[src/rtl/bcd_convert_arbiter.sv]
// bcd_convert_arbiter: round-robin share of one combinational binary-to-BCD converter
// Ports:
//   clk, rst_n       clock (rising edge), asynchronous active-low reset
//   req[2:0]         level requests, bit i = requester i
//   val0..val2[7:0]  value to convert per requester
//   gnt[2:0]         one-hot single-cycle grant pulse
//   dd_in[7:0]       registered drive to the shared converter input
//   dd_out[11:0]     converter result {hundreds, tens, ones}
//   bcd_out[11:0]    captured BCD result, held between bcd_valid pulses
//   bcd_neg          sign of captured value (0 unless BCD_SIGNED_EN)
//   bcd_id[1:0]      requester owning bcd_out
//   bcd_valid        single-cycle result strobe
//   busy             conversion in flight
// Optional feature macro: BCD_SIGNED_EN (two's complement inputs, magnitude converted)
module bcd_convert_arbiter #(
   parameter int SETTLE_CYCLES = 1
) (
   input  logic        clk,
   input  logic        rst_n,
   input  logic [2:0]  req,
   input  logic [7:0]  val0,
   input  logic [7:0]  val1,
   input  logic [7:0]  val2,
   output logic [2:0]  gnt,
   output logic [7:0]  dd_in,
   input  logic [11:0] dd_out,
   output logic [11:0] bcd_out,
   output logic        bcd_neg,
   output logic [1:0]  bcd_id,
   output logic        bcd_valid,
   output logic        busy
);
   typedef enum logic {IDLE, WAIT} state_t;
   localparam logic [3:0] CNT_INIT = 4'(SETTLE_CYCLES - 1);
   state_t      state, state_n;
   logic [3:0]  cnt, cnt_n;
   logic [1:0]  last, last_n;
   logic [2:0]  gnt_n;
   logic [7:0]  dd_in_n;
   logic        sign_q, sign_n;
   logic [11:0] bcd_out_n;
   logic [1:0]  bcd_id_n;
   logic        bcd_neg_n;
   logic        bcd_valid_n;
   logic [1:0]  p1, p2, win;
   logic [7:0]  sel, mag;
   logic        neg;
   // search order last+1, last+2, last (mod 3)
   assign p1  = (last == 2'd2) ? 2'd0 : last + 2'd1;
   assign p2  = (p1 == 2'd2) ? 2'd0 : p1 + 2'd1;
   assign win = req[p1] ? p1 : req[p2] ? p2 : last;
   assign sel = (win == 2'd0) ? val0 : (win == 2'd1) ? val1 : val2;
`ifdef BCD_SIGNED_EN
   assign mag = sel[7] ? ~sel + 8'd1 : sel;
   assign neg = sel[7];
`else
   assign mag = sel;
   assign neg = 1'b0;
`endif
   assign busy = (state == WAIT);
   always_comb begin
      state_n     = state;
      cnt_n       = cnt;
      last_n      = last;
      gnt_n       = 3'b000;
      dd_in_n     = dd_in;
      sign_n      = sign_q;
      bcd_out_n   = bcd_out;
      bcd_id_n    = bcd_id;
      bcd_neg_n   = bcd_neg;
      bcd_valid_n = 1'b0;
      if (state == IDLE) begin
         if (|req) begin
            state_n = WAIT;
            cnt_n   = CNT_INIT;
            last_n  = win;
            gnt_n   = 3'b001 << win;
            dd_in_n = mag;
            sign_n  = neg;
         end
      end else if (cnt == 4'd0) begin
         state_n     = IDLE;
         bcd_out_n   = dd_out;
         bcd_id_n    = last;
         bcd_neg_n   = sign_q;
         bcd_valid_n = 1'b1;
      end else begin
         cnt_n = cnt - 4'd1;
      end
   end
   always_ff @(posedge clk or negedge rst_n) begin
      if (!rst_n) begin
         state     <= IDLE;
         cnt       <= 4'd0;
         last      <= 2'd2;
         gnt       <= 3'b000;
         dd_in     <= 8'd0;
         sign_q    <= 1'b0;
         bcd_out   <= 12'd0;
         bcd_id    <= 2'd0;
         bcd_neg   <= 1'b0;
         bcd_valid <= 1'b0;
      end else begin
         state     <= state_n;
         cnt       <= cnt_n;
         last      <= last_n;
         gnt       <= gnt_n;
         dd_in     <= dd_in_n;
         sign_q    <= sign_n;
         bcd_out   <= bcd_out_n;
         bcd_id    <= bcd_id_n;
         bcd_neg   <= bcd_neg_n;
         bcd_valid <= bcd_valid_n;
      end
   end
endmodule

[config.mk]
export PLATFORM = sky130hd
export DESIGN_NAME = bcd_convert_arbiter
export DESIGN_NICKNAME = d
export VERILOG_FILES = /design/src/rtl/bcd_convert_arbiter.sv
export SDC_FILE = /design/constraint.sdc
export NUM_CORES = 1
export LEC_CHECK = 0
export BUFFER_PORTS_ARGS = -buffer_cell sky130_fd_sc_hd__buf_4
export CORE_ASPECT_RATIO = 0.9
export CORE_MARGIN = 2
export CORE_UTILIZATION = 46
export DETAILED_ROUTE_END_ITERATION = 10
export PLACE_DENSITY = 0.78
export SETUP_SLACK_MARGIN = 0.5
export SYNTH_ARGS = -nofsm -noshare
export SYNTH_HDL_FRONTEND = slang
export SYNTH_SLANG_ARGS = --single-unit
[constraint.sdc]
create_clock -name clk -period 1.9 [get_ports clk]
set_input_delay 0.19 -clock clk [delete_from_list [all_inputs] [get_ports clk]]
set_output_delay 0.19 -clock clk [all_outputs]
set_load 0.02 [all_outputs]
# Yosys cells after proc, flatten, opt, wreduce, memory -nomap -nowiden

Index checks and enable logic that the tools add are counted.

Bits in registers: 33
Input port bits: 41
Output and inout port bits: 28
Word-level logic and storage cells: 46

Add/sub/neg operators: 3
Magnitude comparators: 2
Equal/unequal tests: 4
Shift operators: 1
Mux-type cells: 20
Bitwise logic cells: 1
Reductions and logical operators: 7

Operators with widths:

| cell                                                | count |
|---|---|
| 2-to-1 mux 8 bit                                    | 2 |
| 2-to-1 mux 4 bit                                    | 3 |
| 2-to-1 mux 2 bit                                    | 4 |
| 2-to-1 mux 1 bit                                    | 7 |
| < comparator 2 x 3 -> 1 bit (second input constant) | 2 |
| 2-to-1 mux 3 bit                                    | 2 |
| AND reduction 2 bit                                 | 3 |
| adder 2 x 1 -> 2 bit (second input constant)        | 2 |
| binary-select mux 1 bit (select 2 bit)              | 2 |
| == test 2 bit (second input constant)               | 2 |
| zero test 4 bit                                     | 1 |
| subtractor 4 x 1 -> 4 bit (second input constant)   | 1 |
| OR reduction 3 bit                                  | 1 |
| << shifter 1 x 2 -> 3 bit (first input constant)    | 1 |
| == test 2 x 1 -> 1 bit (second input constant)      | 1 |
| zero test 2 bit                                     | 1 |
| inequality test 2 bit (second input constant)       | 1 |
| nonzero test 2 bit                                  | 1 |
| inverter 1 bit                                      | 1 |

# Logic depth before layout (Yosys ltp)

Gate-level depths: netlist of the first run.

Word-level depth: 11
Depth in mapped cells: 6
Gate-level depth less buffers: 6

# Worst setup path after synthesis of the first run

Ideal clock, no wire load.

Path type: flip-flop to flip-flop
From: register cnt[0]
To: register bcd_out[10]
Setup time: 125 ps
Arrival: 1504 ps
Data required time: 1775 ps
Path slack: 271 ps
Stages on the path, launching flop included: 7
Path buffers: 1
Period minus slack after synthesis: 1629 ps
Path through: dfrtp_1 inv_1 ha_1 nand2b_4 nor3b_4 buf_6 mux2_2

Word-level cells in the longest chain between the ends: 2

RTL lines:

| element                              | RTL line | text |
|---|---|---|
| start, declared                      | 36       | `logic [3:0] cnt, cnt_n;` |
| start signal, assigned               | 105      | `cnt <= cnt_n;` |
| zero test 4 bit                      | 81       | `end else if (cnt == 4'd0) begin` |
| AND reduction 2 bit (no source line) | -        |  |
| end signal, assigned                 | 110      | `bcd_out <= bcd_out_n;` |
| end, declared                        | 27       | `output logic [11:0] bcd_out,` |

Every way passes these cells.
A chain may end at the register's enable or synchronous reset.

# Worst setup path after layout of the first run

From: register cnt[0]
To: register bcd_out[5]

Same word-level chain as after synthesis.

==> Implementation_results.wiki, run 1 <==
{| class="wikitable"
! Metric !! Value
|-
| Internal power consumption || 0.001840 W
|-
| RR Startpoint || cnt[0]$_DFFE_PN0P_
|-
| Number of synthesis warnings || 0
|-
| Worst skew pair latency || 280 ps
|-
| Placed Instances || 242
|-
| Vias per cell || 5.445
|-
| Commonest cells after routing, fill and taps aside || buf_4, dfrtp_1, mux2_4
|-
| Vert. Die Dim || 59.30 um
|-
| Total DRC errors in the routed layout || 0
|-
| Die area || 3880 sq um
|-
| Initial antenna violation count || 0
|-
| Capturing element type of the critical path || flop
|-
| Netlist Area Pre-Place || 1563 sq um
|-
| Proportion of synthesized chip area in sequential cells || 52.92%
|-
| Starting DRT DRC Count || 65
|-
| Die width || 65.44 um
|-
| Routed len/inst || 15.76 um
|-
| Pin count of the biggest net entering global routing || 34
|-
| Startpoint kind of the worst setup timing path || flop
|-
| Vias || 1432
|-
| Wire length after detailed routing || 4145 um
|-
| Slew Limit Fails || 0
|-
| Final hold violation count || 0
|-
| R2R cell count || 6
|-
| Most common library cell in the layout ignoring fill and taps || buf_4
|-
| IO Port Bufs || 67
|-
| Main flop type after synthesis || dfrtp_1
|-
| Detail Placement HPWL || 2608 um
|-
| Post-Syn Instances || 137
|-
| Unrepaired setup endpoints after global routing || true
|-
| Clock period minus final worst setup slack || 1536 ps
|-
| Root cell of the clock tree || clkbuf_8
|-
| Overall Global Routing Usage || 21.94%
|-
| Total nets after synthesis || 179
|-
| Required time reported for the critical path endpoint || 2060 ps
|-
| Register bit total from synthesis || 33
|-
| Type of the tightest min-delay check || primary input to flop
|-
| Fraction of power consumed by combinational cells || 44.8%
|-
| Sequential share of power || 36.8%
|-
| WHS Path Cells || 2
|-
| Global route overflow || 0
|-
| Total leakage power || 1.148 nW
|-
| Synthesized area divided by synthesized cell count || 11.41 sq um
|-
| Vias in the first global route || 1467
|-
| Num rows || 20
|-
| Core Footprint || 3303 sq um
|-
| Clock-pin slew of the registers on the worst-case setup and hold paths || 70 ps
|-
| Setup-violating endpoint count in the final report || 0
|-
| Largest fanout of any net on the critical path || 8
|-
| Initial standard-cell utilization of the core || 47.31%
|-
| Worst setup path start || cnt[0]$_DFFE_PN0P_
|-
| Distinct cells, synth || 38
|-
| Setup Crit Path Kind || flop to flop
|-
| P&R area growth vs syn || 56.04%
|-
| Initial DRT Pass Iterations || 4
|-
| I/O pin cnt || 69
|-
| Sw Ratio || 36.99%
|-
| Hold Startpoint || dd_out[1]
|-
| Share of the clock period used by the worst path after layout || 80.86%
|-
| Run status || complete, no violations
|-
| CTS tree || built
|-
| Final weighted congestion in routability-driven placement || 0.7593
|-
| Total negative slack for setup checks || 0 ps
|-
| Timing-limited maximum frequency || 0.6509 GHz
|-
| Number of synthesized flops with an enable pin || 0
|-
| Worst IR Drop VDD || 0.0006754 V
|-
| Global-route wire length before repair || 6396 um
|-
| Clock net sink count || 33
|-
| Power per cell area || 1197 nW/um^2
|-
| Slack of the worst reg-to-reg path || 360 ps
|-
| Clock skew after layout || 10.26 ps
|-
| Worst endpoint data arrival time || 1700 ps
|-
| Fraction of final layout cells with drive strength greater than 1 || 60.73%
|-
| Number of buffers created by CTS || 5
|-
| Maxcap violations || 0
|-
| Fin cells || 263
|-
| Final Net Count || 260
|-
| Clk network pwr share || 18.5%
|-
| Switching power summed over all nets || 0.001080 W
|-
| Post-synthesis async set-or-reset flop share || 100.0%
|-
| Clock buffer depth || 2
|-
| Deepest level of the CTS H-tree || 2
|-
| ANT nets after route || 0
|-
| Antenna diode count || 0
|}
layout make-up:
type,count,area [sq um]
Clock buffer,8,90.09
Timing Repair Buffer,80,618.1
Fill cell,240,864.6
Inverter,5,18.77
Sequential cell,33,829.5
Multi-Input combinational cell,93,827.0
Tap cell,44,55.05
routing by layer:
| metal | track usage (%) | vias to the layer above | part of all wire, % | routed length (um) |
|---|---|---|---|---|
| met5 | 0 | - | 0 | 0 |
| met4 | 9.524 | 0 | 1.1 | 46 |
| met3 | 5.703 | 7 | 7.3 | 302 |
| met2 | 36.88 | 68 | 51 | 2094 |
| met1 | 26.95 | 701 | 41 | 1701 |
| li1 | - | 656 | - | - |
critical path, stage by stage, from the launching register on:
cell	delay, ps
dfrtp_1	400
inv_2	80
ha_4	140
nand2b_4	70
nor3b_4	210
buf_6	190
mux2_4	310
cell usage after synthesis, types with 2 or more instances:
master / number / area, sq um
nand2b_1: 4 / 25.02
nand2_1: 18 / 67.56
a21oi_1: 3 / 15.01
inv_1: 4 / 15.01
nor2_1: 7 / 26.28
buf_4: 2 / 15.01
dfrtp_1: 32 / 800.8
a211oi_4: 2 / 40.04
o32ai_1: 9 / 78.83
nor3_1: 2 / 10.01
o21ai_0: 4 / 20.02
a31oi_1: 8 / 50.05
mux2_2: 14 / 157.7
nand3b_1: 2 / 15.01
buf_2: 3 / 15.01
final timing paths:
kind	to
max	bcd_out[5]$_DFFE_PN0P_
min	bcd_out[1]$_DFFE_PN0P_
max reg2reg	bcd_out[5]$_DFFE_PN0P_
min reg2reg	bcd_out[11]$_DFFE_PN0P_
max in group asynchronous	last[1]$_DFFE_PN1P_
min in group asynchronous	gnt[1]$_DFF_PN0_
flip-flops by register name (all words and copies together), names as in the netlist:
name,cells
bcd_out,12
dd_in,8
cnt,4
gnt,3
bcd_id,2
last,2
bcd_valid,1
busy,1
per-stage QoR:
step	instance area (sq um)	util, %	setup slack [ps]	total power, W	hold WS [ps]
6_report	2439	73.83	363.6	0.002919	145.6
5_1_grt	2439	73.83	326.7	0.003087	139.4
4_1_cts	2327	70.45	356.8	0.002809	140.7
3_5_place_dp	2086	63.14	269.8	0.002131	155.9
3_3_place_gp	2086	63.14	334.6	0.002095	146.1
2_1_floorplan	1565	-	284.6	0.001688	-105.6
repair_timing:
| action | CTS | global route |
|---|---|---|
| cloned | 1 | 1 |
| setup buffers | 7 | 3 |
| endpoints found under the hold margin | 32 | 0 |
| setup endpoints to repair | 25 | 26 |
| hold buffers | 1 | 0 |
| pin swaps | 3 | 15 |
| gates resized for setup | 24 | 20 |
cell families (layout without fill, tap and decap cells):
logic type	Yosys count	count (layout)	share of synthesized area, %
other	1	1	0.2400
buffers and inverters	12	93	4.082
muxes	15	15	10.73
and+or+nand+nor	41	41	14.33
AOI/OAI and AO/OA	34	35	16.89
DFF	33	33	52.92
adders and majority gates	1	1	0.8005
power groups by stage:
| stage | clock network (W) | logic [W] | registers, W |
|---|---|---|---|
| 2_1_floorplan | 0 | 0.000479 | 0.00121 |
| 3_3_place_gp | 0 | 0.00105 | 0.00105 |
| 3_5_place_dp | 0 | 0.00107 | 0.00106 |
| 4_1_cts | 0.000547 | 0.00121 | 0.00105 |
| 5_1_grt | 0.000591 | 0.00139 | 0.00110 |
| 6_report | 0.000539 | 0.00131 | 0.00107 |
Note: power is estimated with default switching activity, not from simulation.
==> run 2: changes to the inputs <==
--- a/config.mk
+++ b/config.mk
@@ -5,12 +5,13 @@
 export SDC_FILE = /design/constraint.sdc
 export NUM_CORES = 1
 export LEC_CHECK = 0
+export ABC_AREA = 1
 export BUFFER_PORTS_ARGS = -buffer_cell sky130_fd_sc_hd__buf_4
 export CORE_ASPECT_RATIO = 0.9
 export CORE_MARGIN = 2
-export CORE_UTILIZATION = 46
+export CORE_UTILIZATION = 43
 export DETAILED_ROUTE_END_ITERATION = 10
-export PLACE_DENSITY = 0.78
+export PLACE_DENSITY = 0.76
 export SETUP_SLACK_MARGIN = 0.5
 export SYNTH_ARGS = -nofsm -noshare
 export SYNTH_HDL_FRONTEND = slang
==> constraint.sdc (replaced) <==
create_clock -name clk -period 1.35 [get_ports clk]
set_input_delay 0.135 -clock clk [delete_from_list [all_inputs] [get_ports clk]]
set_output_delay 0.135 -clock clk [all_outputs]
set_load 0.02 [all_outputs]
==> run 2 against run 1 <==
  * The run now ends with setup timing left
  * Die area up 11%
  * Sequential power up 46%
  * Non-clock buffer count up 42
  * Sequential share of layout area down 7.3 points
  * Final area up 27%
  * Setup slack worse by 670 ps
  * First-iteration DRC count unchanged
  * Largest power group unchanged
==> Implementation_results.wiki, run 2 <==
{| class="wikitable"
! Metric !! Value
|-
| Post-Syn Instances || 201
|-
| Die area || 4319 sq um
|-
| Clk network pwr share || 14.3%
|-
| Startpoint kind of the worst setup timing path || flop
|-
| Sequential share of power || 23.1%
|-
| Required time reported for the critical path endpoint || 1530 ps
|-
| Clock buffer depth || 2
|-
| Netlist Area Pre-Place || 1638 sq um
|-
| I/O pin cnt || 69
|-
| Number of synthesized flops with an enable pin || 0
|-
| Worst endpoint data arrival time || 1840 ps
|-
| Routed len/inst || 14.80 um
|-
| Sw Ratio || 39.92%
|-
| Run status || finished, violations left
|-
| CTS tree || built
|-
| Wire length after detailed routing || 5476 um
|-
| Num rows || 21
|-
| Main flop type after synthesis || dfrtp_1
|-
| Most common library cell in the layout ignoring fill and taps || buf_4
|-
| Root cell of the clock tree || clkbuf_8
|-
| R2R cell count || 10
|-
| Type of the tightest min-delay check || primary input to flop
|-
| Total leakage power || 1.668 nW
|-
| Proportion of synthesized chip area in sequential cells || 50.50%
|-
| Detail Placement HPWL || 2863 um
|-
| Total nets after synthesis || 243
|-
| Fraction of final layout cells with drive strength greater than 1 || 60.49%
|-
| Distinct cells, synth || 26
|-
| Post-Place Worst Slack || -253.6 ps
|-
| Regs by FF count || bcd_out (12), dd_in (8), cnt (4)
|-
| Largest fanout of any net on the critical path || 8
|-
| Setup-violating endpoint count in the final report || 13
|-
| Internal power consumption || 0.004059 W
|-
| Fraction of power consumed by combinational cells || 62.6%
|-
| Vias in the first global route || 1754
|-
| Library cell occupying the most area in the post-synthesis netlist || dfrtp_1
|-
| Total negative slack for setup checks || -3246 ps
|-
| Worst IR Drop VDD || 0.001540 V
|-
| Synthesized area divided by synthesized cell count || 8.148 sq um
|-
| Clock net sink count || 33
|-
| Violated checks || setup timing
|-
| Register ranked first by flip-flop count || bcd_out
|-
| Main area contributors after synthesis || dfrtp_1, nand2_1, nand3_1
|-
| P&R area growth vs syn || 89.46%
|-
| Antenna diode count || 0
|-
| Slack of the worst reg-to-reg path || -300 ps
|-
| Overall Global Routing Usage || 23.33%
|-
| Setup Crit Path Kind || flop to flop
|-
| Starting DRT DRC Count || 65
|-
| Deepest level of the CTS H-tree || 2
|-
| Number of buffers created by CTS || 5
|-
| Initial DRT Pass Iterations || 4
|-
| Top-count cell post-synth || nand2_1
|-
| Clock period minus final worst setup slack || 1654 ps
|-
| Worst skew pair latency || 280 ps
|-
| IO Port Bufs || 67
|-
| Capturing element type of the critical path || flop
|-
| Core Footprint || 3679 sq um
|-
| Commonest cells after routing, fill and taps aside || buf_4, nand2_1, buf_6
|-
| Post-synth top area share || 48.89%
|-
| Slew Limit Fails || 0
|-
| Pin count of the biggest net entering global routing || 34
|-
| Final weighted congestion in routability-driven placement || 0.7887
|-
| Number of synthesis warnings || 0
|-
| Max reg flops || 12
|-
| Final Net Count || 365
|-
| Placed Instances || 319
|-
| Vert. Die Dim || 62.55 um
|-
| Maxcap violations || 0
|-
| Clock-pin slew of the registers on the worst-case setup and hold paths || 70 ps
|-
| Die width || 69.06 um
|-
| Setup slack of the critical path after layout || -303.9 ps
|-
| Vias per cell || 4.986
|-
| Register bit total from synthesis || 33
|-
| Initial standard-cell utilization of the core || 44.52%
|-
| Switching power summed over all nets || 0.002697 W
|-
| Post-synthesis async set-or-reset flop share || 100.0%
|-
| Hold path endpoint || bcd_out[3]$_DFFE_PN0P_
|-
| Timing-limited maximum frequency || 0.6046 GHz
|-
| Vias || 1845
|-
| Power per cell area || 2177 nW/um^2
|-
| Fin cells || 370
|-
| ANT nets after route || 0
|-
| Share of the clock period used by the worst path after layout || 122.5%
|-
| Final hold violation count || 0
|-
| Clock skew after layout || 5.820 ps
|-
| Global-route wire length before repair || 7990 um
|-
| Overall power after layout || 0.006756 W
|-
| WHS Path Cells || 3
|-
| Capture instance of the worst register-to-register path || dd_in[4]$_DFFE_PN0P_
|-
| Global route overflow || 0
|-
| Unrepaired setup endpoints after global routing || true
|-
| Hold Startpoint || dd_out[3]
|-
| Commonest cells in the netlist || nand2_1, dfrtp_1, nor2_1
|-
| Initial antenna violation count || 0
|-
| RR Startpoint || last[1]$_DFFE_PN1P_
|-
| Total DRC errors in the routed layout || 0
|}
## run 2: cell types whose count changed after synthesis, sizes merged, moves of 8 or more
cell / before / now
o32ai: 9 / 0
nor2: 8 / 24
nand2: 18 / 84
inv: 5 / 13
nand3: 1 / 24
mux2: 14 / 0
a31oi: 8 / 0
## run 2: final cells by class
type / count / area, sq um
fill: 215 / 575.6
tap: 46 / 57.56
sequential: 33 / 828.3
clock buffer: 7 / 86.33
clock inverter: 1 / 30.03
multi-input combinational: 147 / 918.4
timing repair buffer: 122 / 1115
inverter: 14 / 67.56
## run 2: cell families (layout without fill, tap and decap cells)
family                     Yosys count  in the layout  share of synthesized area, %
and+or+nand+nor                    134            134                         37.59
DFF                                 33             33                         50.50
buffers and inverters               21            144                         6.951
AOI/OAI and AO/OA                    9              9                         2.903
xor gates and xnor gates             2              2                         1.070
adders and majority gates            1              1                        0.7638
other                                1              1                        0.2290
## run 2: worst max path at each step
stage                              from                    to  slack [ps]  cells past startpoint
floorplan           last[1]$_DFFE_PN1P_  dd_in[0]$_DFFE_PN0P_        -140                     10
global placement    last[1]$_DFFE_PN1P_  dd_in[7]$_DFFE_PN0P_        -230                     10
detailed placement  last[1]$_DFFE_PN1P_  dd_in[6]$_DFFE_PN0P_        -250                     11
CTS                 last[1]$_DFFE_PN1P_  dd_in[7]$_DFFE_PN0P_        -230                     11
global route        last[1]$_DFFE_PN1P_  dd_in[6]$_DFFE_PN0P_        -400                     11
finish              last[1]$_DFFE_PN1P_  dd_in[4]$_DFFE_PN0P_        -300                     10
## run 2: power by group through the flow
stage,Clock (W),Combinational [W],Sequential [W]
final,0.000967,0.00423,0.00156
after global routing,0.00104,0.00451,0.00159
after CTS,0.000986,0.00361,0.00153
after detailed placement,0,0.00273,0.00150
after global placement,0,0.00267,0.00149
after floorplan,0,0.00144,0.00183
## run 2: repair_timing
action | in CTS | in global routing
hold buffers | 1 | 0
pin swaps | 21 | 31
cloned | 1 | 0
endpoints found under the setup margin | 60 | 60
endpoints found under the hold margin | 32 | 0
gates resized for setup | 68 | 35
setup buffers | 22 | 19
## run 2: routing by layer
metal	vias to the layer above	GRT usage, %	wire length [um]
li1	871	-	-
met1	899	29.10	2147
met2	67	40.75	2956
met3	8	5.968	287
met4	0	5.392	84
met5	-	0	0
## run 2: critical path, stage by stage (launching register included)
cell,delay [ps]
dfstp_2,610
inv_4,60
nand3b_1,110
nand3_1,100
nand2_2,90
nand3_4,90
nand3_4,130
buf_8,140
nand3_2,90
nand2_1,70
nand2_1,40
## run 2: per-stage QoR
stage	hold WS, ps	area (sq um)	util [%]
after global routing	60.61	3103	84.35
after detailed placement	100.4	2273	61.80
final	63.59	3103	84.35
after CTS	48.02	2830	76.94
after floorplan	-160.6	1688	-
after global placement	96.45	2273	61.80
==> run 3: changes to the inputs <==
--- a/config.mk
+++ b/config.mk
@@ -9,9 +9,10 @@
 export BUFFER_PORTS_ARGS = -buffer_cell sky130_fd_sc_hd__buf_4
 export CORE_ASPECT_RATIO = 0.9
 export CORE_MARGIN = 2
-export CORE_UTILIZATION = 43
+export CORE_UTILIZATION = 44
+export CTS_BUF_LIST = sky130_fd_sc_hd__clkbuf_4
 export DETAILED_ROUTE_END_ITERATION = 10
-export PLACE_DENSITY = 0.76
+export PLACE_DENSITY = 0.77
 export SETUP_SLACK_MARGIN = 0.5
 export SYNTH_ARGS = -nofsm -noshare
 export SYNTH_HDL_FRONTEND = slang
==> run 3 against run 2 <==
  * The flow still finishes with violations (setup timing)
  * Clock power decreased by 46%
  * Die area down 2.1%
  * Highest routed layer unchanged
  * Hold slack worse by 47 ps
  * Final area decreased by 0.73%
  * Wire length up 8.1%
  * First-iteration DRC count grew 9.2%
  * Combinational power down 4.7%
  * Critical path type unchanged
==> Implementation_results.wiki, run 3 (synthesis results as in run 2) <==
{| class="wikitable"
! Metric !! Value
|-
| Run status || finished, violations left
|-
| Violated checks || setup timing
|-
| Unrepaired setup endpoints after global routing || true
|-
| Vert. Die Dim || 61.88 um
|-
| Type of the tightest min-delay check || primary input to flop
|-
| Vias per cell || 5.092
|-
| Starting DRT DRC Count || 71
|-
| Deepest level of the CTS H-tree || 2
|-
| Die area || 4227 sq um
|-
| Capturing element type of the critical path || flop
|-
| Final weighted congestion in routability-driven placement || 0.8189
|-
| P&R area growth vs syn || 88.08%
|-
| Global-route wire length before repair || 7424 um
|-
| I/O pin cnt || 69
|-
| Wire length after detailed routing || 5918 um
|-
| RR Startpoint || last[1]$_DFFE_PN1P_
|-
| Num rows || 21
|-
| Total negative slack for setup checks || -3508 ps
|-
| CTS tree || built
|-
| Share of the clock period used by the worst path after layout || 125.0%
|-
| Pin count of the biggest net entering global routing || 34
|-
| Register ranked first by flip-flop count || bcd_out
|-
| Final hold violation count || 0
|-
| Max reg flops || 12
|-
| Overall power after layout || 0.006125 W
|-
| Largest fanout of any net on the critical path || 4
|-
| Global route overflow || 0
|-
| Vias in the first global route || 1697
|-
| Routed len/inst || 16.04 um
|-
| Total DRC errors in the routed layout || 0
|-
| Most common library cell in the layout ignoring fill and taps || buf_4
|-
| Clock buffer depth || 2
|-
| Final Net Count || 364
|-
| Post-Place Worst Slack || -265.9 ps
|-
| Slew Limit Fails || 0
|-
| Capture instance of the worst register-to-register path || dd_in[5]$_DFFE_PN0P_
|-
| Initial standard-cell utilization of the core || 44.84%
|-
| Slack of the worst reg-to-reg path || -340 ps
|-
| Detail Placement HPWL || 2912 um
|-
| Die width || 68.31 um
|-
| Overall Global Routing Usage || 24.34%
|-
| Power per cell area || 1988 nW/um^2
|-
| Vias || 1879
|-
| Clk network pwr share || 8.5%
|-
| Clock-pin slew of the registers on the worst-case setup and hold paths || 100 ps
|-
| Timing-limited maximum frequency || 0.5927 GHz
|-
| Clock period minus final worst setup slack || 1687 ps
|-
| Worst skew pair latency || 340 ps
|-
| Internal power consumption || 0.003386 W
|-
| Commonest cells after routing, fill and taps aside || buf_4, nand2_1, buf_6
|-
| Total leakage power || 1.639 nW
|-
| Sw Ratio || 44.71%
|-
| Worst IR Drop VDD || 0.001435 V
|-
| Antenna diode count || 0
|-
| Switching power summed over all nets || 0.002739 W
|-
| R2R cell count || 10
|-
| Initial DRT Pass Iterations || 4
|-
| Startpoint kind of the worst setup timing path || flop
|-
| Sequential share of power || 25.6%
|-
| Root cell of the clock tree || clkbuf_4
|-
| Required time reported for the critical path endpoint || 1580 ps
|-
| Fraction of final layout cells with drive strength greater than 1 || 60.99%
|-
| IO Port Bufs || 67
|-
| Setup Crit Path Kind || flop to flop
|-
| Critical path endpoint || dd_in[5]$_DFFE_PN0P_
|-
| Initial antenna violation count || 0
|-
| Clock skew after layout || 18.51 ps
|-
| Setup slack of the critical path after layout || -337.3 ps
|-
| Core Footprint || 3652 sq um
|-
| Number of buffers created by CTS || 5
|-
| Worst setup path start || last[1]$_DFFE_PN1P_
|-
| Fraction of power consumed by combinational cells || 65.9%
|-
| Worst endpoint data arrival time || 1920 ps
|-
| Setup-violating endpoint count in the final report || 13
|-
| Regs by FF count || bcd_out (12), dd_in (8), cnt (4)
|-
| Clock net sink count || 33
|-
| Final cell utilization of the core || 84.34%
|-
| ANT nets after route || 0
|-
| Maxcap violations || 0
|}
-- run 3: cell types whose count changed in the layout (fill, tap and decap cells not counted), moves of 3 or more --
cell | before | now
nand3_1 | 10 | 14
buf_4 | 80 | 74
nand3_2 | 11 | 7
nand2_1 | 55 | 51
nand2_8 | 0 | 3
buf_6 | 35 | 38
clkbuf_4 | 0 | 5
clkbuf_8 | 6 | 0
-- run 3: area by class of cell --
cell class                      count  area [sq um]
Clock buffer                        5         37.54
Clock inverter                      3         12.51
Fill cell                         186         571.8
Inverter                           14         65.06
Multi-Input combinational cell    148         982.2
Sequential cell                    33         830.8
Tap cell                           46         57.56
Timing Repair Buffer              119          1089
Timing Repair inverter              1         6.256
-- run 3: worst max-delay path, stage by stage (launching register included) --
cell and delay (ps):
dfstp_2 610, inv_2 70, nand3b_1 120, nand3_1 120
nand3_4 170, nand2_8 90, buf_6 140, nand3_1 80
nand3_1 80, nand2_1 60, nand2_1 40
-- run 3: what timing repair did --
item | CTS | global route
hold buffers | 2 | 0
gates resized for setup | 85 | 37
pin swaps | 26 | 22
endpoints found under the setup margin | 60 | 60
buffers inserted | 25 | 13
gates cloned | 3 | 0
hold endpoints to repair | 33 | 0
-- run 3: per-stage QoR --
| stage | instance area, sq um | hold slack [ps] | std cells |
|---|---|---|---|
| 2_1_floorplan | 1688 | -160.6 | 201 |
| 3_3_place_gp | 2253 | 97.52 | 318 |
| 3_5_place_dp | 2253 | 101.2 | 318 |
| 4_1_cts | 2854 | 4.652 | 356 |
| 5_1_grt | 3080 | 8.722 | 369 |
| 6_report | 3080 | 16.64 | 369 |
-- run 3: worst min-delay path by stage --
stage	startpoint	to	slack [ps]	cells past startpoint
2_1_floorplan	rst_n	bcd_id[0]$_DFFE_PN0P_	-160	0
3_3_place_gp	rst_n	bcd_out[1]$_DFFE_PN0P_	100	1
3_5_place_dp	rst_n	bcd_out[1]$_DFFE_PN0P_	100	1
4_1_cts	dd_out[8]	bcd_out[8]$_DFFE_PN0P_	5	3
5_1_grt	dd_out[7]	bcd_out[7]$_DFFE_PN0P_	9	3
6_report	dd_out[3]	bcd_out[3]$_DFFE_PN0P_	20	3
-- run 3: power groups by stage --
stage	sequential, W	combinational (W)	clock, W
6_report	0.00157	0.00403	0.000523
3_5_place_dp	0.00150	0.00263	0
4_1_cts	0.00154	0.00351	0.000529
5_1_grt	0.00159	0.00432	0.000589
3_3_place_gp	0.00149	0.00259	0
2_1_floorplan	0.00183	0.00144	0
-- run 3: layer usage --
layer | vias up | wire [um] | global-route usage [%]
li1 | 880 | - | -
met1 | 877 | 2104 | 26.56
met2 | 103 | 3218 | 46.60
met3 | 19 | 425 | 5.225
met4 | 0 | 168 | 8.857
met5 | - | 0 | 0
